### config.mk
export PLATFORM = sky130hd
export DESIGN_NAME = telemetry_tx_scheduler
export DESIGN_NICKNAME = d
export VERILOG_FILES = /design/src/rtl/telemetry_tx_scheduler.sv
export SDC_FILE = /design/constraint.sdc
export NUM_CORES = 1
export LEC_CHECK = 0
export CORE_ASPECT_RATIO = 1.5
export CORE_MARGIN = 2
export CORE_UTILIZATION = 49
export DETAILED_ROUTE_END_ITERATION = 8
export PLACE_DENSITY = 0.87
export SETUP_SLACK_MARGIN = 0.05
export SLEW_MARGIN = 15
export SYNTH_ARGS = -nofsm -noshare
export SYNTH_HDL_FRONTEND = slang
export SYNTH_SLANG_ARGS = --single-unit
### constraint.sdc
create_clock -name CLK -period 5.9 [get_ports CLK]
set_clock_uncertainty 0.1 [all_clocks]
set_input_delay 1.77 -clock CLK [delete_from_list [all_inputs] [get_ports CLK]]
set_output_delay 1.77 -clock CLK [all_outputs]
set_load 0.02 [all_outputs]
### src/rtl/telemetry_tx_scheduler.sv
// Round-robin arbiter that shares one byte-wide UART transmitter between NCH
// 32-bit telemetry sources. Each grant is sent as a 7-byte frame: HEADER, id, word MSB first, XOR checksum.
module telemetry_tx_scheduler #(
  parameter int          NCH    = 4,
  parameter logic [7:0]  HEADER = 8'hA5
) (
  input  logic              CLK,
  input  logic              CLR,
  input  logic [NCH-1:0]    req,
  input  logic [32*NCH-1:0] data_in,
  output logic [NCH-1:0]    ack,
  output logic [7:0]        tx_byte,
  output logic              tx_start,
  input  logic              tx_busy,
  output logic              sched_busy,
  output logic [15:0]       frame_cnt
);

  typedef enum logic [2:0] {IDLE, GRANT, SEND, WAIT_HI, WAIT_LO} state_t;

  state_t      state;
  logic [2:0]  last;
  logic [2:0]  sel;
  logic [2:0]  id;
  logic [2:0]  idx;
  logic [31:0] word;
  logic [7:0]  csum;
  logic [2:0]  rr_sel;
  logic        rr_hit;

  // Returns {hit, channel}: the first requester after 'from', wrapping modulo NCH.
  // The loop runs from the farthest candidate down, so the nearest one is written last and wins.
  function automatic logic [3:0] rr_pick(input logic [NCH-1:0] r, input logic [2:0] from);
    logic [3:0] res;
    int         c;
    res = 4'b0;
    for (int i = NCH; i >= 1; i--) begin
      c = (int'(from) + i) % NCH;
      if (r[c]) res = {1'b1, 3'(c)};
    end
    return res;
  endfunction

  function automatic logic [7:0] frame_byte(input logic [2:0] i, input logic [2:0] ch,
                                            input logic [31:0] w, input logic [7:0] cs);
    case (i)
      3'd0:    return HEADER;
      3'd1:    return {5'b0, ch};
      3'd2:    return w[31:24];
      3'd3:    return w[23:16];
      3'd4:    return w[15:8];
      3'd5:    return w[7:0];
      default: return cs;
    endcase
  endfunction

  assign {rr_hit, rr_sel} = rr_pick(req, last);

  // tx_byte and tx_start are loaded on entry to SEND, so tx_start is high exactly for the SEND cycle.
  always_ff @(posedge CLK or posedge CLR) begin
    if (CLR) begin
      state      <= IDLE;
      ack        <= '0;
      tx_start   <= 1'b0;
      tx_byte    <= 8'h00;
      sched_busy <= 1'b0;
      frame_cnt  <= 16'h0000;
      last       <= 3'(NCH - 1);
      sel        <= 3'd0;
      id         <= 3'd0;
      idx        <= 3'd0;
      word       <= 32'h0;
      csum       <= 8'h00;
    end else begin
      ack      <= '0;
      tx_start <= 1'b0;
      case (state)
        IDLE: begin
          if (rr_hit) begin
            sel   <= rr_sel;
            ack   <= NCH'(1) << rr_sel;
            state <= GRANT;
          end
        end
        GRANT: begin
          word       <= data_in[32*sel +: 32];
          id         <= sel;
          last       <= sel;
          idx        <= 3'd0;
          csum       <= 8'h00;
          sched_busy <= 1'b1;
          tx_byte    <= HEADER;
          tx_start   <= 1'b1;
          state      <= SEND;
        end
        SEND: begin
          // The checksum covers id and data bytes only.
          if (idx != 3'd0 && idx != 3'd6) csum <= csum ^ tx_byte;
          state <= WAIT_HI;
        end
        WAIT_HI: begin
          if (tx_busy) state <= WAIT_LO;
        end
        WAIT_LO: begin
          if (!tx_busy) begin
            if (idx == 3'd6) begin
              frame_cnt  <= frame_cnt + 16'd1;
              sched_busy <= 1'b0;
              state      <= IDLE;
            end else begin
              idx      <= 3'(idx + 3'd1);
              tx_byte  <= frame_byte(3'(idx + 3'd1), id, word, csum);
              tx_start <= 1'b1;
              state    <= SEND;
            end
          end
        end
        default: state <= IDLE;
      endcase
    end
  end

endmodule
Word-level counts from Yosys, hierarchy flattened
Cells that the tools add are included.
{"block": "op_classes", "shifts": 2, "n_addsub": 6, "n_reduce_logical": 16, "n_mux": 38, "n_eq_ne": 17, "n_bitwise": 6, "order_cmp": 4}
{"cell": "$shiftx 128x9->32", "count": 1}
{"cell": "$pmux 8 s6", "count": 1}
{"cell": "$pmux 8 s2", "count": 2}
{"cell": "$mux 4", "count": 6}
{"cell": "$mux 8", "count": 3}
{"cell": "$add 16x1->16 const B", "count": 1}
{"cell": "$lt 3x4->1 const B", "count": 4}
{"cell": "$mux 3", "count": 5}
{"cell": "$pmux 3 s5", "count": 1}
{"cell": "$eq 3x2->1 const B", "count": 4}
{"cell": "$eq 3x3->1 const B", "count": 4}
{"cell": "$mux 1", "count": 12}
{"cell": "$ne 2x2->1 const B", "count": 6}
{"cell": "$reduce_and 3->1", "count": 4}
{"cell": "$bmux 1 s2", "count": 4}
{"cell": "$reduce_or 2->1", "count": 4}
{"cell": "$xor 8x8->8", "count": 1}
{"cell": "$eq 3x1->1 const B", "count": 2}
{"cell": "$logic_not 3->1", "count": 2}
{"cell": "$pmux 3 s2", "count": 1}
{"cell": "$add 2x1->2 const B", "count": 2}
{"cell": "$add 2x2->2 const B", "count": 2}
{"cell": "$and 1x1->1 const A", "count": 4}
{"cell": "$pmux 1 s2", "count": 2}
{"cell": "9 further kinds", "count": 11}
{"block": "totals", "wordCells": 101, "out_inout_bits": 30, "inputBits": 135, "regBits": 84}

Longest topological paths before layout
{"block": "depth", "ltp_word": 13, "mapped_depth": 7, "mapped_depth_nobuf": 6}

Worst setup path after synthesis
Ideal clock, no wire load.
{"block": "synth_path", "kind": "in2reg", "from": "input tx_busy", "to": "register frame_cnt[12]", "arrival_ps": 2973, "t_required_ps": 5670, "path_slack_ps": 2696, "n_path_buf": 1, "setup_ps": 130, "path_stages": 5, "cell_sequence": "or4b_1 > buf_4 > nor4_4 > nand3_1 > xnor2_1"}
{"block": "synth_via", "elab_chain_cells": 2}
{"item": "start, declared", "line_no": "14", "rtl": "input logic tx_busy,"}
{"item": "$not 1->1 (no source line)"}
{"item": "$reduce_and 3->1 (no source line)"}
{"item": "end signal, assigned", "line_no": "107", "rtl": "frame_cnt <= frame_cnt + 16'd1;"}
{"item": "end, declared", "line_no": "16", "rtl": "output logic [15:0] frame_cnt"}
No other way between the ends.
A chain may end at the register's enable or synchronous reset.

Worst setup path in the final report
Ends and elaborated chain as after synthesis.

==> flow_metrics.tcl <==
set metrics [dict create \
    outcome "finished, final reports clean" \
    crit_type "input pin to flop" \
    final_cells 692 \
    ys_seq_area_frac 0.455 \
    finalHoldViolations 0 \
    synthToLayoutAreaGrowth_pct 43.3 \
    cp.arrival_ns 3.74 \
    drc 0 \
    cts_setup_buffers 0 \
    antenna_found_initial 0 \
    rows 42 \
    clock_sinks 82 \
    wl_met2_um 6830 \
    ys_types 48 \
    synthCells 427 \
    ys_ff_latch 82 \
    synth_ff_type "dfrtp_1" \
    grt_util_all_layers 0.260 \
    cts_resized 0 \
    fp.dieW_um 82.4 \
    wl_per_cell_um 17.9 \
    irDropWorstVdd_v 0.000245 \
    setup-tns-final_ns 0 \
    die-area_um2 10000 \
    start_util 0.508 \
    syn_nets 568 \
    place.gp.congestion 0.812 \
    avgSynthCellArea_um2 10.6 \
    drive_above_1_share 0.110 \
    final_antenna_net_count 0 \
    synth_top_area_frac 0.443 \
    fmax_mhz 277 \
    hpwlAfterDp_um 9430 \
    synth_common_cells "123 x nand2_1, 80 x dfrtp_1, 32 x mux4_2" \
    antennaDiodeCount 0 \
    endpoint_kind "flop" \
    nFillCells 657 \
    path_clk_slew_ns 0.05 \
    cpPeakStageDelay_ns 0.70 \
    die_h_um 122 \
    hold-path-cell-count 2 \
    cp-start-kind "input pin" \
    vias_per_cell 5.77 \
    boundaryPins 165 \
    clk_latency_ns 0.33 \
    wirelength_um 12400 \
    period_share 0.612 \
    htreeDepth 3 \
    placed_cells 678 \
    port_buffers 164 \
    slowest_stage "or4b_1" \
    syn-cell-area_um2 4520 \
    drtIter0Drc 217 \
    power_mw 2.42 \
    final_util 0.729 \
    max_cap_violations 0 \
    first_pass_iters 5 \
    grt_pass1_vias 4276 \
    cts_tree "yes" \
    maxUsedRoutingLayer "met4" \
    yosysMostFrequentCell "nand2_1" \
    synth_edf_count 0 \
    p_leak_nw 2.81 \
    setup-violations-final 0 \
    grt_max_degree 54 \
    wl_met1_um 4450 \
    layout.nets 720 \
    routed-wl-met3_um 672 \
    worst_pin_slew_ns 0.887 \
    grt_pass1_wl_um 19900 \
    required_ns 6.03 \
    vias 3996 \
    numCtsBuffers 9 \
    cp_max_fo 7 \
    synth_top_cell_by_area "dfrtp_1" \
    hold_class "flop to flop" \
    relSlewSlack 0.408 \
    pre_cts_slack_ns 1.97 \
    synth_top_cells_by_area "dfrtp_1 44%, mux4_2 16%, nand2_1 10%, xor2_1 2.7%, a221o_1 2.4%" \
    rsz0062_at_grt "false" \
    cts_root_buf "clkbuf_16" \
    ys_warn_count 0 \
    hold_buffers 0 \
    rr_worst_depth 6 \
    p_per_area_nw_per_um2 373 \
    cts_buffer_depth 2 \
    path_cells "clkdlybuf4s50_1 > or4b_1 > nor4_4 > nand3_1 > xnor2_1" \
    drv_slew 0 \
    core_um2 8880 \
    min_period_ns 3.61 \
    synthArstFlopShare 1.00 \
    worst_slack_ns 2.29 \
    grt_overflow_total 0 \
]
[cell families (layout without fill, tap and decap cells)]
kind of cell	after synthesis	in the layout	share of synthesized area
adders and majority gates	6	6	0.0166
DFF	82	82	0.455
and+or+nand+nor	197	197	0.201
AOI/OAI and AO/OA	50	50	0.0812
xor gates and xnor gates	25	25	0.0502
muxes	35	35	0.167
buffers and inverters	32	187	0.0294
[through the flow]
| step | area [um^2] | hold slack (ns) |
|---|---|---|
| 2_1_floorplan | 4520 | 0.337 |
| 3_3_place_gp | 6220 | 0.356 |
| 3_5_place_dp | 6220 | 0.363 |
| 4_1_cts | 6470 | 0.374 |
| 5_1_grt | 6470 | 0.393 |
| 6_report | 6470 | 0.374 |
[power by group]
part / internal [mW] / total (mW) / switching [mW] / leakage, nW
registers: 0.753 / 0.907 / 0.154 / 1.04
logic: 0.499 / 1.02 / 0.523 / 1.65
clock network: 0.292 / 0.487 / 0.195 / 0.123
total: 1.54 / 2.42 / 0.872 / 2.81
[final timing paths]
check,startpoint,slack (ns),end
setup / recovery,tx_busy,2.29,frame_cnt[12]$_DFFE_PP0P_
hold / removal,last[0]$_DFFE_PP1P_,0.37,last[0]$_DFFE_PP1P_
setup reg to reg,idx[0]$_DFFE_PP0P_,3.50,tx_byte[4]$_DFFE_PP0P_
hold reg to reg,last[0]$_DFFE_PP1P_,0.37,last[0]$_DFFE_PP1P_
max in group asynchronous,CLR,2.97,csum[4]$_DFFE_PP0P_
min in group asynchronous,CLR,1.82,frame_cnt[4]$_DFFE_PP0P_
[registers in the layout, indices dropped and copies added, names as in the netlist]
name / count
idx: 3
word: 32
tx_start: 1
sched_busy: 1
tx_byte: 8
frame_cnt: 16
csum: 8
state: 3
last: 2
id: 2
sel: 2
ack: 4
[placed cells by master, fill, tap and decap left out, types with 4 or more instances in the layout]
| cell type | netlist | layout |
|---|---|---|
| o21ai_0 | 8 | 8 |
| clkbuf_16 | 0 | 9 |
| nand4_1 | 5 | 5 |
| a221o_1 | 11 | 11 |
| clkdlybuf4s50_1 | 0 | 164 |
| ha_1 | 6 | 6 |
| nor2_1 | 20 | 20 |
| xnor2_1 | 10 | 10 |
| dfrtp_1 | 80 | 79 |
| buf_4 | 1 | 4 |
| a21oi_1 | 14 | 14 |
| a221oi_1 | 5 | 5 |
| nand2b_1 | 4 | 4 |
| mux4_2 | 32 | 32 |
| xor2_1 | 14 | 14 |
| clkbuf_1 | 19 | 4 |
| inv_1 | 5 | 4 |
| nand3_1 | 20 | 20 |
| nand2_1 | 123 | 123 |
[routing by layer]
layer | vias up | GRT usage
li1 | 1820 | -
met2 | 204 | 0.472
met3 | 33 | 0.0267
met1 | 1939 | 0.299
met5 | - | 0
met4 | 0 | 0.115
[worst max-delay path: cells and delay by family]
family | cells | cell delay [ns]
buf+inv | 1 | 0.48
simple gates | 3 | 1.27
xor+xnor | 1 | 0.22
[cell type report]
cell class                      instances  area [um^2]  area share
Inverter                                5         20.0     0.00309
Multi-Input combinational cell        313         2330       0.361
Sequential cell                        82         2060       0.318
Clock buffer                           14          254      0.0392
Tap cell                              110          138      0.0213
Timing Repair Buffer                  168         1670       0.258
Note: power is estimated with default switching activity, not from simulation.
